`config.mk`:
```
export PLATFORM = sky130hd
export DESIGN_NAME = timer_rr_scheduler
export DESIGN_NICKNAME = d
export VERILOG_FILES = /design/src/rtl/timer_rr_scheduler.sv
export SDC_FILE = /design/constraint.sdc
export NUM_CORES = 1
export LEC_CHECK = 0
export CAP_MARGIN = 20
export CORE_MARGIN = 2
export CORE_UTILIZATION = 54
export CTS_BUF_LIST = sky130_fd_sc_hd__clkbuf_4
export CTS_CLUSTER_SIZE = 12
export DETAILED_ROUTE_END_ITERATION = 10
export PLACE_DENSITY = 0.9
export SETUP_SLACK_MARGIN = 0.1
export SKIP_LAST_GASP = 1
export SLEW_MARGIN = 20
export SYNTH_ARGS = -nofsm -noshare
export SYNTH_HDL_FRONTEND = slang
export SYNTH_SLANG_ARGS = --single-unit
```
`constraint.sdc`:
```
create_clock -name clk -period 3.15 [get_ports clk]
set_input_delay 0.315 -clock clk [delete_from_list [all_inputs] [get_ports clk]]
set_output_delay 0.315 -clock clk [all_outputs]
set_load 0.03 [all_outputs]
```
`src/rtl/timer_rr_scheduler.sv`:
```
// Round-robin owner of one boot/periodic timer; hands out timed slots.
// One cold-boot warm-up, then FULL_CYCLE-long slots with an up window.
module timer_rr_scheduler #(
   parameter int N_REQ            = 4,
   parameter int COLD_BOOT_CYCLE  = 20,
   parameter int FULL_CYCLE       = 23,
   parameter int OUTPUT_UP_PERIOD = 16,
   parameter int CNT_W            = 8
) (
   input  logic             clk,
   input  logic             rst,
   input  logic             en,
   input  logic [N_REQ-1:0] req,
   output logic [N_REQ-1:0] grant,
   output logic [N_REQ-1:0] o,
   output logic [N_REQ-1:0] done,
   output logic             booted,
   output logic             busy
);

   localparam int PTR_W = $clog2(N_REQ);

   localparam logic [1:0] IDLE = 2'd0;
   localparam logic [1:0] BOOT = 2'd1;
   localparam logic [1:0] ARB  = 2'd2;
   localparam logic [1:0] SLOT = 2'd3;

   localparam logic [CNT_W-1:0] BOOT_LAST =
      CNT_W'(COLD_BOOT_CYCLE - 1);
   localparam logic [CNT_W-1:0] FULL_LAST =
      CNT_W'(FULL_CYCLE - 1);
   localparam logic [CNT_W-1:0] UP_C =
      CNT_W'(OUTPUT_UP_PERIOD);
   localparam bit UP_NZ  = (OUTPUT_UP_PERIOD > 0);
   localparam bit ONE_CY = (FULL_CYCLE == 1);

   logic [1:0]       state_q, state_d;
   logic [CNT_W-1:0] cnt_q, cnt_d, cnt_inc;
   logic [PTR_W-1:0] ptr_q, ptr_d;
   logic             booted_q, booted_d;
   logic             busy_q, busy_d;
   logic [N_REQ-1:0] grant_q, grant_d;
   logic [N_REQ-1:0] o_q, o_d;
   logic [N_REQ-1:0] done_q, done_d;

   logic             found;
   logic [PTR_W-1:0] win;
   logic [PTR_W-1:0] win_nxt;
   logic [N_REQ-1:0] win_oh;

   assign cnt_inc = cnt_q + 1'b1;

   // Pick the first requester at or above the pointer, wrapping around.
   always_comb begin
      found = 1'b0;
      win   = '0;
      for (int i = 0; i < N_REQ; i++) begin : search
         logic [PTR_W-1:0] idx;
         idx = PTR_W'((int'(ptr_q) + i) % N_REQ);
         if (!found && req[idx]) begin
            found = 1'b1;
            win   = idx;
         end
      end
      win_nxt = (win == PTR_W'(N_REQ - 1)) ? '0 : win + 1'b1;
      win_oh  = {{(N_REQ-1){1'b0}}, 1'b1} << win;
   end

   // Next-state and next-output computation for the scheduler FSM.
   always_comb begin
      state_d  = state_q;
      cnt_d    = cnt_q;
      ptr_d    = ptr_q;
      booted_d = booted_q;
      grant_d  = grant_q;
      o_d      = o_q;
      done_d   = '0;
      unique case (state_q)
         IDLE: begin
            cnt_d   = '0;
            grant_d = '0;
            o_d     = '0;
            if (en) state_d = booted_q ? ARB : BOOT;
         end
         BOOT: begin
            if (!en) begin
               state_d = IDLE;
               cnt_d   = '0;
            end else if (cnt_q == BOOT_LAST) begin
               state_d  = ARB;
               booted_d = 1'b1;
               cnt_d    = '0;
            end else begin
               cnt_d = cnt_inc;
            end
         end
         ARB: begin
            grant_d = '0;
            o_d     = '0;
            if (!en) begin
               state_d = IDLE;
            end else if (found) begin
               state_d = SLOT;
               grant_d = win_oh;
               o_d     = UP_NZ ? win_oh : '0;
               done_d  = ONE_CY ? win_oh : '0;
               cnt_d   = '0;
               ptr_d   = win_nxt;
            end
         end
         SLOT: begin
            if (!en || cnt_q == FULL_LAST) begin
               state_d = en ? ARB : IDLE;
               grant_d = '0;
               o_d     = '0;
               cnt_d   = '0;
            end else begin
               cnt_d  = cnt_inc;
               o_d    = (cnt_inc < UP_C) ? grant_q : '0;
               done_d = (cnt_inc == FULL_LAST) ? grant_q : '0;
            end
         end
         default: begin
            state_d = IDLE;
            cnt_d   = '0;
            grant_d = '0;
            o_d     = '0;
         end
      endcase
      busy_d = (state_d != IDLE);
   end

   // State and registered outputs; reset clears everything at once.
   always_ff @(posedge clk or negedge rst) begin
      if (!rst) begin
         state_q  <= IDLE;
         cnt_q    <= '0;
         ptr_q    <= '0;
         booted_q <= 1'b0;
         busy_q   <= 1'b0;
         grant_q  <= '0;
         o_q      <= '0;
         done_q   <= '0;
      end else begin
         state_q  <= state_d;
         cnt_q    <= cnt_d;
         ptr_q    <= ptr_d;
         booted_q <= booted_d;
         busy_q   <= busy_d;
         grant_q  <= grant_d;
         o_q      <= o_d;
         done_q   <= done_d;
      end
   end

   assign grant  = grant_q;
   assign o      = o_q;
   assign done   = done_q;
   assign booted = booted_q;
   assign busy   = busy_q;

endmodule
```
==> metrics.txt, run 1 <==
status finished, final reports clean; synth cell count leaders dfrtp_1 (26), nand2_1 (18), o21ai_0 (12); diode count 0; setup_tns 0 ns; Synthesis Warnings 0; Port Buf Inserts 20; dpl cells 197; met2 wire len 1554 um; Synth top area share 44.26%; Post-synth EDFFs 0; Post-Layout Inst Area 0.001740 mm2; crit path launch type flop; Die ar. 0.003156 mm2; antenna violation net count after detailed routing 0; GRT Overall Usage 21.08%; routed vias/inst 6.100; critical path class reg2reg; CP max stage delay 0.51 ns; Avg Cell Area, Syn 9.672 um2; Cells after Synth 152; Core Area 0.002522 mm2; clock buffer depth 2; top cells by area, synth dfrtp_1 (44%), ha_1 (6.0%), nand2_1 (4.6%); post-synth net total 166; ys async rst share 100.0%; Critical Path Fanout Max 9; worst slew pin tran 0.6513 ns; total grt overflow 0; DR iter-0 viols 55; CTS tree built; Yosys reg bits 26; Die H 56.18 um; Layout Nets 186; DR top layer met4; row cnt 18; GP Congestion 0.8577; top-count cell post-synth dfrtp_1; pin count of the biggest net entering global routing 27; routed len/inst 15.42 um; Pleak 0.0008125 uW; DP HPWL 2339 um; Clock Sinks 26; final wirelength 3100 um; RSZ-0062 raised after global routing false; Final Max Tran Viols 0; total power 629.0 uW; total net switching power 138.8 uW; switching share of power 22.06%; Tcrit/Tclk final 65.15%; internal power 490.2 uW; fin cells 201; initial antenna violation count 0; CTS H-tree depth 1; Die X 56.18 um; post-CTS setup buffer count 0; Clk network pwr share 36.2%; vias in the first global route 1181; CP Capture Type flop; Layout area overhead 18.38%; Rel. slew slack 56.58%; logic gate share of total power 8.8%; CTS resizes 0; pwr/cell area 361.4 mW/mm2; Worst-Skew Late Latency 0.32 ns; root buf cell clkbuf_4; cell taking the most area after synthesis dfrtp_1; CTS Buf Count 3; Final Hold Fails 0; Remaining DRCs 0; Final Skew 0.01815 ns; Vias 1226; fin crit period 2.052 ns; dominant synthesized flop cell dfrtp_1; maximum VDD drop 0.2796 mV; Crit-path slowest cell dfrtp_1; CP Cell Sequence ha_1 -> or3b_2 -> a211oi_1 -> nand2b_1 -> o21ai_0; Clk pin slew, worst setup/hold paths 0.15 ns; IO Count 21; HP Class in2async; ratio of cells with drive above 1 in the final layout 7.602%; met3 WL 90 um; Placed Instance Area 0.001688 mm2; synthesized area 0.001470 mm2; crit path DAT 2.24 ns; Netlist cell types 43; MaxCap Viol Count 0; final setup vio count 0; FMAX 487.3 MHz; initial core utilization 58.28%; Met1 Routed Length 1418 um; first-pass GRT wire length 5306 um; Worst EP required 3.34 ns; number of hold buffers added after cts 0; Flop pwr share 55.0%; sequential area share after synthesis 44.26%; DRT Pass-1 Iters 4
==> worst paths after layout <==
check | from | endpoint | slack (ns) | cells past startpoint
max in group asynchronous | rst | booted | 2.56 | 2
min reg2reg | booted | booted | 0.53 | 1
min | rst | o[0] | 0.34 | 2
max | cnt_q[0] | state_q[0] | 1.10 | 5
max reg2reg | cnt_q[0] | state_q[0] | 1.10 | 5
min in group clk | booted | booted | 0.53 | 1
==> registers in the layout, indices dropped and copies added, names as in the netlist <==
signal   flops
booted       1
busy         1
cnt_q        8
done         4
grant        4
o            4
ptr_q        2
state_q      2
==> area by class of cell <==
class                      instances  area, um2
clock buffer                       3      22.52
sequential                        26      650.6
fill                             192      782.0
multi-input combinational        115      773.2
tap                               30      37.54
clock inverter                     1      30.03
timing repair buffer              21      207.7
inverter                           5      18.77
==> per-stage QoR <==
stage,util [%],setup slack [ns],hold slack [ns]
after global placement,66.91,0.9601,0.4874
after global routing,69.00,0.9661,0.3555
final,69.00,1.098,0.3365
after CTS,69.00,1.106,0.3433
after detailed placement,66.91,0.7860,0.5054
after floorplan,-,1.391,0.01941
==> power by group through the flow <==
stage | clock, uW | sequential [uW] | combinational [uW]
after CTS | 231 | 346 | 55.8
after global routing | 249 | 348 | 63.2
final | 228 | 346 | 55.3
after floorplan | 0 | 351 | 28.4
after global placement | 0 | 352 | 53.1
after detailed placement | 0 | 352 | 55.5
==> layer usage <==
metal  GRT usage, %  vias up
met2          35.13       26
li1               -      590
met4          6.803        0
met1          27.89      603
met5              0        -
met3          3.488        7
==> critical path: cells and delay by family, from the launching register on <==
family                     cells  cell delay, ns
adders and majority gates      1            0.29
DFF                            1            0.51
AOI/OAI and AO/OA              2            0.42
and+or+nand+nor                2            0.71
==> cells in the final DEF, fill, tap and decap left out, types with 3 or more instances in the layout <==
cell	n
dfrtp_1	26
clkdlybuf4s50_1	20
nand2_1	18
o21ai_0	12
nand2b_1	8
ha_1	7
and3_1	6
inv_1	5
nor2_1	5
nor3_1	5
a21o_1	4
nand3_1	4
a22o_1	4
a22oi_1	4
nor2b_1	3
a21oi_1	3
clkbuf_4	3
==> cells by family (layout without fill, tap and decap cells) <==
| logic type | after synthesis | after routing | synth area share (%) |
|---|---|---|---|
| compound gates | 40 | 40 | 19.49 |
| xor+xnor | 3 | 3 | 1.788 |
| fa+ha+maj | 7 | 7 | 5.957 |
| buf+inv | 11 | 30 | 3.149 |
| flops | 26 | 26 | 44.26 |
| mux | 3 | 3 | 2.213 |
| simple gates | 62 | 62 | 23.15 |
Note: power is estimated with default switching activity, not from simulation.
==> run 2: changes to the inputs <==
==> constraint.sdc (replaced) <==
create_clock -name clk -period 1.9 [get_ports clk]
set_input_delay 0.19 -clock clk [delete_from_list [all_inputs] [get_ports clk]]
set_output_delay 0.19 -clock clk [all_outputs]
set_load 0.03 [all_outputs]
==> metrics.txt, run 2 (same netlist as run 1, synthesis figures left out) <==
Worst-Skew Late Latency 0.34 ns; routed len/inst 15.43 um; final setup vio count 0; Clk pin slew, worst setup/hold paths 0.15 ns; clock buffer depth 2; total power 1079 uW; Worst EP required 2.15 ns; fillers 180; Core Area 0.002522 mm2; GP Congestion 0.8408; root buf cell clkbuf_4; WP buf/inv 0; CTS H-tree depth 1; maximum VDD drop 0.6545 mV; Layout area overhead 29.53%; logic gate share of total power 10.8%; diode count 0; row cnt 18; HP Class in2async; CTS tree built; status finished, final reports clean; Final Max Tran Viols 0; final wirelength 3363 um; Final Hold Fails 0; Clock Sinks 26; Pleak 0.0008838 uW; Final Skew 0.002718 ns; IO Count 21; CTS Buf Count 3; Flop pwr share 52.6%; pwr/cell area 566.7 mW/mm2; crit path DAT 1.99 ns; DRT Pass-1 Iters 4; initial antenna violation count 0; Crit-path slowest cell or3_4; crit path launch type flop; ratio of cells with drive above 1 in the final layout 21.28%; pin count of the biggest net entering global routing 27; Biggest register cnt_q; Rel. slew slack 70.43%; initial core utilization 58.28%; total net switching power 251.5 uW; pre-CTS setup slack -0.1789 ns; Die X 56.18 um; first-pass GRT wire length 5561 um; critical path class reg2reg; Vias 1316; Port Buf Inserts 20; fin crit period 1.748 ns; most frequent cells in the layout dfrtp_1 (24), clkdlybuf4s50_1 (20), nand2_1 (18), buf_4 (18), o21ai_0 (10); max reg flops 8; Die ar. 0.003156 mm2; CP Capture Type flop; antenna violation net count after detailed routing 0; RSZ-0062 raised after global routing true; MaxCap Viol Count 0; Clk network pwr share 36.5%; DR iter-0 viols 32; GRT Overall Usage 22.29%; worst slew pin tran 0.4426 ns; Setup WS post-layout 0.1524 ns; number of hold buffers added after cts 0; Die H 56.18 um; vias in the first global route 1214; Tcrit/Tclk final 91.98%; FMAX 572.2 MHz; routed vias/inst 6.037; CP Cell Sequence or3_4 -> o311a_4 -> or2_4 -> a22o_1; total grt overflow 0; DP HPWL 2410 um; CP max stage delay 0.42 ns; internal power 827.6 uW; Layout Nets 203; most common cell after layout, fill and taps aside dfrtp_1; Critical Path Fanout Max 7; delay-heaviest family, CP simple AND/OR/NAND/NOR gates; fin util 75.50%; Remaining DRCs 0; switching share of power 23.31%
==> run 2: worst paths after layout <==
path | startpoint | end | slack, ns | depth (start not counted)
worst max-delay path | cnt_q[5] | grant[3] | 0.15 | 4
worst min-delay path | rst | cnt_q[4] | 0.20 | 2
worst max register to register | cnt_q[5] | grant[3] | 0.15 | 4
worst min register to register | o[2] | o[2] | 0.54 | 2
max in group asynchronous | rst | ptr_q[1] | 1.44 | 2
min in group clk | en | busy | 0.35 | 1
==> run 2: timing repair <==
item,CTS,global route
gates resized for setup,2,10
buffers inserted,0,3
pin swaps,1,2
setup endpoints to repair,8,13
==> run 2: cell type report <==
type	instances	area (um2)	share of cell area (%)
tap	30	37.54	1.971
clock buffer	3	22.52	1.183
multi-input combinational	115	807.0	42.38
sequential	26	653.1	34.30
timing repair buffer	38	335.3	17.61
clock inverter	1	30.03	1.577
inverter	5	18.77	0.9855
==> run 2: routing by layer <==
layer | track usage, % | up-vias | part of all wire [%]
li1 | - | 624 | -
met1 | 29.06 | 650 | 43
met2 | 37.48 | 34 | 52
met3 | 3.256 | 8 | 3.3
met4 | 8.163 | 0 | 1.8
met5 | 0 | - | 0
==> run 2: worst reg2reg max path: cells and delay by family (launching register included) <==
kind	cells	cell delay [ns]
compound gates	2	0.55
flops	1	0.41
simple gates	2	0.70
==> run 2: stage by stage <==
step | hold WS (ns) | TNS [ns] | instances | instance area, um2
2_1_floorplan | -0.1056 | 0 | 152 | 1470
3_5_place_dp | 0.5035 | -1.177 | 211 | 1793
4_1_cts | 0.2050 | 0 | 215 | 1854
3_3_place_gp | 0.4813 | -0.4433 | 211 | 1793
6_report | 0.1983 | 0 | 218 | 1904
5_1_grt | 0.2284 | 0 | 218 | 1904
==> run 2: power by group through the flow <==
stage / logic, uW / registers (uW) / clock network (uW)
finish: 117 / 568 / 394
detailed placement: 107 / 580 / 0
CTS: 109 / 569 / 401
global route: 130 / 570 / 421
global placement: 103 / 579 / 0
floorplan: 47.0 / 583 / 0
==> run 3: changes to the inputs <==
--- a/config.mk
+++ b/config.mk
@@ -5,13 +5,14 @@
 export SDC_FILE = /design/constraint.sdc
 export NUM_CORES = 1
 export LEC_CHECK = 0
+export ABC_AREA = 1
 export CAP_MARGIN = 20
 export CORE_MARGIN = 2
 export CORE_UTILIZATION = 54
 export CTS_BUF_LIST = sky130_fd_sc_hd__clkbuf_4
 export CTS_CLUSTER_SIZE = 12
 export DETAILED_ROUTE_END_ITERATION = 10
-export PLACE_DENSITY = 0.9
+export PLACE_DENSITY = 0.89
 export SETUP_SLACK_MARGIN = 0.1
 export SKIP_LAST_GASP = 1
 export SLEW_MARGIN = 20
==> metrics.txt, run 3 <==
initial antenna violation count 0; Worst-Skew Late Latency 0.33 ns; cell taking the most area after synthesis dfrtp_1; ys async rst share 100.0%; CP dominant cell by count inv_2; final wirelength 4411 um; Die X 58.42 um; DRT Pass-1 Iters 5; Vias 1706; antenna violation net count after detailed routing 0; Synth top area share 40.69%; ratio of cells with drive above 1 in the final layout 27.13%; Clk pin slew, worst setup/hold paths 0.15 ns; multi-input logic area 975.9 um2; Yosys reg bits 26; Pleak 0.001055 uW; Die H 58.42 um; crit path launch type flop; routed vias/inst 5.903; Tcrit/Tclk final 101.1%; routed len/inst 15.26 um; delay-heaviest family, CP simple AND/OR/NAND/NOR gates; row cnt 19; Cells after Synth 220; post-synth net total 234; Port Buf Inserts 20; dominant synthesized flop cell dfrtp_1; WP buf/inv 3; Placed Instance Area 0.001879 mm2; pwr/cell area 1487 mW/mm2; DP HPWL 2696 um; fin crit period 1.921 ns; Worst EP required 2.13 ns; CP max stage delay 0.46 ns; root buf cell clkbuf_4; clock buffer depth 2; worst slew pin tran 0.6071 ns; first-pass GRT wire length 7251 um; Avg Cell Area, Syn 7.268 um2; top-count cell post-synth nand2_1; Layout Nets 273; most frequent cells in the layout nand2_1 (60), dfrtp_1 (24), inv_1 (23), nand3_1 (23), clkdlybuf4s50_1 (20); synthesized area 0.001599 mm2; GRT Overall Usage 27.43%; IO Count 21; fillers 175; MaxCap Viol Count 0; dpl cells 275; top cells by area, synth dfrtp_1 (41%), nand2_1 (17%), nand3_1 (10%); Fin Hold WS 0.2065 ns; max reg flops 8; maximum VDD drop 1.847 mV; Clock Sinks 26; Post-synth EDFFs 0; synth cell count leaders nand2_1 (71), nand3_1 (32), dfrtp_1 (26); FMAX 520.5 MHz; Final Hold Fails 0; CTS tree built; Reg-to-Reg Start ptr_q[1]; initial core utilization 57.49%; Final Max Tran Viols 0; Remaining DRCs 0; CP Capture Type flop; pre-CTS setup slack -0.1696 ns; DR iter-0 viols 148; critical path class reg2reg; Post-Layout Inst Area 0.002185 mm2; CTS H-tree depth 1; vias in the first global route 1660; status finished with violations; crit path from ptr_q[1]; HP Class in2async; Netlist cell types 25; Setup WS post-layout -0.02130 ns; Synthesis Warnings 0; fin cells 289; failing checks negative setup slack; final setup vio count 1; Biggest register cnt_q; sequential area share after synthesis 40.69%; Critical Path Fanout Max 5; CP Cell Sequence inv_2 -> buf_4 -> nand3_2 -> nand2_4 -> nor2_4 -> nand3_4 -> o21ai_4 -> inv_2 -> ha_2 -> nand4_1 -> nand3_1; crit path DAT 2.15 ns; Rel. slew slack 59.10%; total grt overflow 0; CTS Buf Count 3; total power 3248 uW; GP Congestion 0.8900; diode count 0; sequential cell area 653.1 um2; pin count of the biggest net entering global routing 27; Core Area 0.002781 mm2; Layout area overhead 36.62%; Crit-path slowest cell dfrtp_1; RSZ-0062 raised after global routing true; most common cell after layout, fill and taps aside nand2_1; Final Skew 0.007333 ns; number of hold buffers added after cts 0; Die ar. 0.003412 mm2
run 3: cell count changes in the layout (fill, tap and decap cells not counted), moves of 5 or more:
cell | previous run | this run
o21ai_0 | 10 | 2
nor3_1 | 5 | 0
nand3_1 | 4 | 23
o21ai_1 | 2 | 8
nand2_2 | 0 | 13
nand3_2 | 0 | 7
nand2_1 | 18 | 60
inv_1 | 5 | 23
and3_1 | 6 | 0
nand2b_1 | 7 | 0
nor2_1 | 5 | 14
inv_2 | 0 | 5
run 3: metrics by stage:
step	setup TNS (ns)	util, %
after floorplan	0	-
after global placement	-0.4490	67.57
after detailed placement	-1.107	67.57
after CTS	0	75.75
after global routing	-0.9895	78.54
final	-0.02130	78.54
run 3: what timing repair did:
| action | 4_1_cts | 5_1_grt |
|---|---|---|
| endpoints found under the setup margin | 9 | 23 |
| gates resized for setup | 26 | 18 |
| buffers inserted | 10 | 0 |
| pin swaps | 13 | 3 |
| cloned | 0 | 0 |
run 3: final timing paths:
path / endpoint / slack [ns] / cells after the start
max: o[2] / -0.02 / 11
min: o[0] / 0.21 / 2
max reg2reg: o[2] / -0.02 / 11
min reg2reg: o[0] / 0.52 / 2
max in group asynchronous: ptr_q[0] / 1.42 / 2
min in group clk: state_q[1] / 0.49 / 3
run 3: area by class of cell:
type	instances	area share (%)
Clock buffer	3	1.031
Clock inverter	1	1.375
Inverter	30	5.384
Multi-Input combinational cell	160	44.67
Sequential cell	26	29.90
Tap cell	31	1.775
Timing Repair Buffer	38	15.86
run 3: per-layer routing:
layer	global-route usage, %	routed length [um]
met1	34.41	1731
met2	46.55	2173
met3	4.396	422
met4	11.96	84
met5	0	0
run 3: logic make-up (layout without fill, tap and decap cells):
logic type               count (synthesis)  count (layout)  share of synthesized area [%]
adder cells (fa/ha/maj)                  7               7                          5.477
XOR/XNOR                                 2               2                          1.096
flip-flops                              26              26                          40.69
AO/OA/AOI/OAI                           16              16                          5.634
buffers and inverters                   34              72                          8.216
AND/OR/NAND/NOR                        135             135                          38.89
run 3: where the power goes:
group	internal, uW	switching, uW
clock	214	173
sequential	658	117
combinational	831	1250
